[config.mk]
export PLATFORM = sky130hd
export DESIGN_NAME = pipeline_control
export DESIGN_NICKNAME = d
export VERILOG_FILES = /design/src/rtl/pipeline_control.sv
export SDC_FILE = /design/constraint.sdc
export NUM_CORES = 1
export LEC_CHECK = 0
export CAP_MARGIN = 10
export CORE_ASPECT_RATIO = 0.6
export CORE_UTILIZATION = 35
export CTS_BUF_LIST = sky130_fd_sc_hd__clkbuf_4
export CTS_CLUSTER_DIAMETER = 120
export DETAILED_ROUTE_END_ITERATION = 7
export PLACE_DENSITY = 0.67
export RECOVER_POWER = 25
export SLEW_MARGIN = 20
export SYNTH_ARGS = -nofsm -noshare
export SYNTH_HDL_FRONTEND = slang
export SYNTH_SLANG_ARGS = --single-unit
[constraint.sdc]
create_clock -name clk -period 5.9 [get_ports clk]
set_input_delay 0.59 -clock clk [delete_from_list [all_inputs] [get_ports clk]]
set_output_delay 0.59 -clock clk [all_outputs]
set_load 0.01 [all_outputs]
[src/rtl/pipeline_control.sv]
// Hazard/sequencing controller for the five-stage MIPS pipeline: enables, bubbles,
// redirects, EX forwarding selects and a stall counter. Optional macro: FORWARD_EN.
module pipeline_control #(
    parameter int MEM_TIMEOUT = 64,
    parameter int CNT_W       = 32
) (
    input  logic             clk,
    input  logic             rst,
    input  logic [4:0]       in_IDrs,
    input  logic [4:0]       in_IDrt,
    input  logic             in_IDUsesRs,
    input  logic             in_IDUsesRt,
    input  logic             in_EXMemRead,
    input  logic             in_EXRegWrite,
    input  logic [4:0]       in_EXWriteRegister,
    input  logic             in_MEMRegWrite,
    input  logic [4:0]       in_MEMWriteRegister,
    input  logic             in_MEMReq,
    input  logic             in_MEMReady,
    input  logic             in_Redirect,
    output logic             out_PCEn,
    output logic             out_IFIDEn,
    output logic             out_IDEXEn,
    output logic             out_EXMEMEn,
    output logic             out_MEMWBEn,
    output logic             out_IFIDFlush,
    output logic             out_IDEXFlush,
    output logic             out_EXMEMFlush,
    output logic             out_MEMWBFlush,
    output logic             out_PCRedirect,
    output logic [1:0]       out_ForwardA,
    output logic [1:0]       out_ForwardB,
    output logic [CNT_W-1:0] out_StallCount,
    output logic             out_MemTimeout
);

    localparam logic ST_RUN      = 1'b0;
    localparam logic ST_MEM_WAIT = 1'b1;
    localparam int   WCNT_W      = $clog2(MEM_TIMEOUT + 1);

    logic              r_st;
    logic [WCNT_W-1:0] r_wcnt;
    logic              r_rpend;
    logic [CNT_W-1:0]  r_stall_cnt;
    logic              r_mem_timeout;

    logic w_rs_valid;
    logic w_rt_valid;
    logic w_ex_match_rs;
    logic w_ex_match_rt;
    logic w_mem_match_rs;
    logic w_mem_match_rt;
    logic w_load_use;
    logic w_data_hazard;
    logic w_wait_left;
    logic w_mem_stall;
    logic w_redirect;
    logic w_timeout_exit;

    // A zero source never matches, so register 0 cannot stall or forward.
    assign w_rs_valid     = in_IDUsesRs && (in_IDrs != 5'd0);
    assign w_rt_valid     = in_IDUsesRt && (in_IDrt != 5'd0);
    assign w_ex_match_rs  = w_rs_valid && (in_IDrs == in_EXWriteRegister);
    assign w_ex_match_rt  = w_rt_valid && (in_IDrt == in_EXWriteRegister);
    assign w_mem_match_rs = w_rs_valid && (in_IDrs == in_MEMWriteRegister);
    assign w_mem_match_rt = w_rt_valid && (in_IDrt == in_MEMWriteRegister);
    assign w_load_use     = in_EXMemRead && (w_ex_match_rs || w_ex_match_rt);

`ifdef FORWARD_EN
    assign w_data_hazard = w_load_use;

    always_comb begin
        out_ForwardA = 2'b00;
        out_ForwardB = 2'b00;
        if (in_EXRegWrite && w_ex_match_rs)
            out_ForwardA = 2'b10;
        else if (in_MEMRegWrite && w_mem_match_rs)
            out_ForwardA = 2'b01;
        if (in_EXRegWrite && w_ex_match_rt)
            out_ForwardB = 2'b10;
        else if (in_MEMRegWrite && w_mem_match_rt)
            out_ForwardB = 2'b01;
    end
`else
    assign w_data_hazard = w_load_use
                         || (in_EXRegWrite  && (w_ex_match_rs  || w_ex_match_rt))
                         || (in_MEMRegWrite && (w_mem_match_rs || w_mem_match_rt));
    assign out_ForwardA  = 2'b00;
    assign out_ForwardB  = 2'b00;
`endif

    assign w_wait_left    = (r_wcnt < WCNT_W'(MEM_TIMEOUT));
    assign w_mem_stall    = in_MEMReq && !in_MEMReady && w_wait_left;
    assign w_redirect     = in_Redirect || r_rpend;
    assign w_timeout_exit = (r_st == ST_MEM_WAIT) && in_MEMReq && !in_MEMReady && !w_wait_left;

    always_comb begin
        out_PCEn       = 1'b1;
        out_IFIDEn     = 1'b1;
        out_IDEXEn     = 1'b1;
        out_EXMEMEn    = 1'b1;
        out_MEMWBEn    = 1'b1;
        out_IFIDFlush  = 1'b0;
        out_IDEXFlush  = 1'b0;
        out_EXMEMFlush = 1'b0;
        out_MEMWBFlush = 1'b0;
        out_PCRedirect = 1'b0;
        if (rst) begin
            out_IFIDFlush  = 1'b1;
            out_IDEXFlush  = 1'b1;
            out_EXMEMFlush = 1'b1;
            out_MEMWBFlush = 1'b1;
        end else if (w_mem_stall) begin
            // Freeze up to EX/MEM; WB receives a bubble while memory is busy.
            out_PCEn       = 1'b0;
            out_IFIDEn     = 1'b0;
            out_IDEXEn     = 1'b0;
            out_EXMEMEn    = 1'b0;
            out_MEMWBFlush = 1'b1;
        end else if (w_redirect) begin
            out_PCRedirect = 1'b1;
            out_IFIDFlush  = 1'b1;
            out_IDEXFlush  = 1'b1;
            out_EXMEMFlush = 1'b1;
        end else if (w_data_hazard) begin
            out_PCEn      = 1'b0;
            out_IFIDEn    = 1'b0;
            out_IDEXFlush = 1'b1;
        end
    end

    always_ff @(posedge clk) begin
        if (rst) begin
            r_st          <= ST_RUN;
            r_wcnt        <= '0;
            r_mem_timeout <= 1'b0;
        end else if (w_mem_stall) begin
            r_st   <= ST_MEM_WAIT;
            r_wcnt <= r_wcnt + 1'b1;
        end else begin
            r_st   <= ST_RUN;
            r_wcnt <= '0;
            if (w_timeout_exit)
                r_mem_timeout <= 1'b1;
        end
    end

    // A redirect arriving while memory stalls is held until the first free cycle.
    always_ff @(posedge clk) begin
        if (rst)
            r_rpend <= 1'b0;
        else if (w_mem_stall)
            r_rpend <= r_rpend || in_Redirect;
        else if (w_redirect)
            r_rpend <= 1'b0;
    end

    always_ff @(posedge clk) begin
        if (rst)
            r_stall_cnt <= '0;
        else if (!out_PCEn && (r_stall_cnt != '1))
            r_stall_cnt <= r_stall_cnt + 1'b1;
    end

    assign out_StallCount = r_stall_cnt;
    assign out_MemTimeout = r_mem_timeout;

endmodule

==> impl_results.md <==
* Net load switching power at 131 uW
* Total of cells resized after clock tree synthesis at 0
* Pin count of the biggest net entering global routing at 37
* TritonCTS clock tree: built
* Clock power share at 0.288
* Post-Syn Instances at 283
* Number of clock sinks seen by CTS at 42
* Fill count at 640
* Vias in the first global route at 2078
* Fraction of layout instances using a drive strength above 1 at 0.0543
* Number of H-tree levels at 2
* Number of distinct library cells after synthesis at 43
* Peak supply drop at 0.0707 mV
* Synth Warn # at 0
* Transition at the pin with the smallest max-transition slack at 0.743 ns
* Synth area leaders: dfxtp_1 (36%), xor2_1 (9.7%), nor2_1 (4.8%)
* RSZ-0062 raised after global routing: false
* Wire length of the first global-routing pass at 10.5 mm
* Area growth from synthesis to layout at 33.2%
* Height of the chip at 65.6 um
* WL per Instance at 14.4 um
* Internal Pwr Total at 369 uW
* Post-synthesis sequential element count at 42
* Root buffer selected by CTS: clkbuf_4
* Sum of met3 wire segment lengths after detailed routing at 250 um
* Worst Path Arrival at 3.05 ns
* Period Utilization, post-route at 0.617
* Via total after detailed routing at 2237
* Width of the die at 108 um
* Power Dens Cells at 159 mW/mm2
* Inserted Clock Buffers at 5
* HP Class: reg -> reg
* Die Outline Area at 0.00708 mm2
* Maximum buffer depth of the clock tree at 2
* Avg Inst Size Synth at 8.33 um2
* Highest metal used: met4
* Type of the worst setup path: in -> out
* Most frequent standard cell in the layout excluding fill and tap cells: clkdlybuf4s50_1
* Crit start category: primary input
* Count of flip-flops with a built-in enable after synthesis at 0
* Delay of the slowest critical-path stage at 0.54 ns
* Count of nets left with antenna violations after detail routing at 0
* # setup viols final at 0
* Family with the most delay on the worst path: buffers and inverters
* Final WL at 6.27 mm
* Status: complete, no violations
* Overflow left after global routing at 0
* Req. time, crit path at 5.31 ns
* Initial standard-cell utilization of the core at 0.374
* Combinational cell fraction of total power at 0.140
* Maximum fanout along the worst path at 36
* Worst Setup Slack, final at 2.26 ns
* Average via count per standard cell at 5.15
* Area of the core at 0.00630 mm2
* Fmax at 274 MHz
* Met2 wire len at 2.51 mm
* Total count of max-transition violations in the final report at 0
* Sequential element share of the synthesized area at 0.356
* Leakage power at 1.17 nW
* Cells along the critical path: dlygate4sd3_1 -> buf_4 -> inv_1 -> and2_0 -> clkinv_1 -> o221ai_4 -> nand2_1 -> clkdlybuf4s50_1
* Placement Rows at 22
* Critical Path Sink Type: primary output
* CTS clk-pin slew, worst paths at 0.12 ns
* Setup slack on the worst flop-to-flop path at 3.23 ns
* MaxCap Viol Count at 0
* Final number of hold-violating endpoints at 0
* Min Clock Period, post-route at 3.64 ns
* Clock network latency to the later pin of the worst-skew pair at 0.35 ns
* Fin nets at 381
* Number of search-and-repair iterations in the first detailed-routing pass at 4
* Most frequent cells in the layout: clkdlybuf4s50_1 (52), dfxtp_1 (42), nor2_1 (30), xor2_1 (26), nand3_1 (21)
* Routed metal-1 wire length at 3.47 mm
* Hold path depth at 2
* Setup repair bufs after CTS at 0
* Portion of synthesized cell area occupied by the leading cell type at 0.356
* Startpoint of the tightest hold check path: r_wcnt[5]
* Dpl hpwl at 4.88 mm
* Hold-fix buffer count after cts at 0
* Initial drt markers at 114
* Hold endpoint: r_wcnt[6]
* Antenna violations before repair at 0
* Buf+Inv Stages, Crit Path at 5
* Slowest stage cell, crit path: clkdlybuf4s50_1
* Switch share at 0.262
* Total GRT Usage at 0.190
* Most used flip-flop cell after synthesis: dfxtp_1
* Worst R2R Start: r_wcnt[6]
* Diode insertion count for antenna repair at 0
* Mapped Area at 0.00236 mm2
* I/O pins at 77
* Count of unresolved DRC violations after routing at 0
* Final total negative setup slack at 0 ns
* Max Clock Skew at 0.0143 ns
* Setup slack at placement at 2.30 ns
* Normalized max-slew margin at 0.503
* Port bufs at 71
* Endpoint of the worst-slack reg-to-reg timing path: out_StallCount[29]
* Share of power burned in registers at 0.572
* Biggest area consumer among synthesized cells: dfxtp_1
* Fraction of registers with async set/reset at 0
* FF-to-FF path depth at 7
* Last weighted congestion value of the routability-driven placer at 0.894
## through the flow
step | instance area [um2] | cells | util | power [mW] | hold WS (ns)
finish | 3140 | 434 | 0.498 | 0.500 | 0.487
global placement | 3090 | 426 | 0.490 | 0.361 | 0.434
global route | 3140 | 434 | 0.498 | 0.519 | 0.516
floorplan | 2370 | 286 | - | 0.326 | 0.418
detailed placement | 3090 | 426 | 0.490 | 0.362 | 0.465
CTS | 3140 | 434 | 0.498 | 0.506 | 0.484
## state kept, by name (all words and copies together), names as in the netlist
| signal | flops |
|---|---|
| out_MemTimeout | 1 |
| out_StallCount | 32 |
| r_rpend | 1 |
| r_wcnt | 7 |
| r_st | 1 |
## per-layer routing
| layer | GRT usage | vias to the layer above |
|---|---|---|
| met5 | 0 | - |
| met4 | 0.0411 | 0 |
| met3 | 0.0397 | 5 |
| met2 | 0.271 | 43 |
| met1 | 0.288 | 1057 |
| li1 | - | 1132 |
## power by group through the flow
stage               sequential (mW)  clock, mW  combinational [mW]
floorplan                     0.292          0              0.0346
global placement              0.292          0              0.0692
detailed placement            0.292          0              0.0697
CTS                           0.286      0.150              0.0700
global route                  0.286      0.158              0.0752
finish                        0.286      0.144              0.0698
## worst max-delay path by stage
stage            endpoint  cells past startpoint  slack [ns]        from
2_1_floorplan    out_PCEn                      6        3.42  in_IDrt[3]
3_3_place_gp   out_IFIDEn                      8        2.38         rst
3_5_place_dp     out_PCEn                      7        2.30   in_MEMReq
4_1_cts          out_PCEn                      7        2.29   in_MEMReq
5_1_grt          out_PCEn                      8        2.06         rst
6_report         out_PCEn                      8        2.26         rst
## worst reg2reg max path, cell delays in order, from the launching register on
cell and delay [ns]:
dfxtp_1 0.33, nor3b_1 0.49, nor2_1 0.10, nor2_1 0.59, o211a_1 0.33, nand2_4 0.13
nor3_1 0.26, mux2_1 0.35
## cell usage after synthesis (2+ instances only)
cell / count
o21ai_1: 4
nor4_1: 3
nand2_1: 19
o311ai_0: 2
and3_1: 4
buf_6: 2
o21ai_0: 12
or3_1: 13
nand3_1: 21
and2_1: 5
or4_1: 6
nor4_2: 2
xor2_1: 26
or2_2: 4
conb_1: 2
ha_1: 2
a32oi_1: 2
mux2_1: 2
buf_4: 8
dfxtp_1: 42
xnor2_1: 4
clkbuf_1: 6
inv_1: 6
nor3b_1: 2
nor2b_1: 3
o31ai_1: 3
a21oi_1: 17
nor2_1: 30
nand4_1: 4
and4_1: 6
o41ai_1: 2
mux2i_1: 3
nor3_1: 6
## kinds of logic (layout without fill, tap and decap cells)
logic type | count (synthesis) | in the layout | share of synthesized area
xor gates and xnor gates | 30 | 30 | 0.111
other | 2 | 5 | 0.00318
AOI/OAI and AO/OA | 47 | 47 | 0.128
buffers and inverters | 23 | 87 | 0.0557
adders and majority gates | 2 | 2 | 0.0106
and+or+nand+nor | 131 | 131 | 0.308
DFF | 42 | 42 | 0.357
muxes | 6 | 6 | 0.0271
## area by class of cell
cell class / count / area (um2) / share of cell area
well taps: 84 / 105 / 0.0335
clock inverters: 2 / 8.76 / 0.00279
multi-input cells: 221 / 1400 / 0.445
inverters: 7 / 26.3 / 0.00836
flip-flops and latches: 42 / 841 / 0.268
repair buffers: 72 / 718 / 0.229
clock buffers: 6 / 45.0 / 0.0143
No activity file was read; power rests on OpenSTA's default activity.
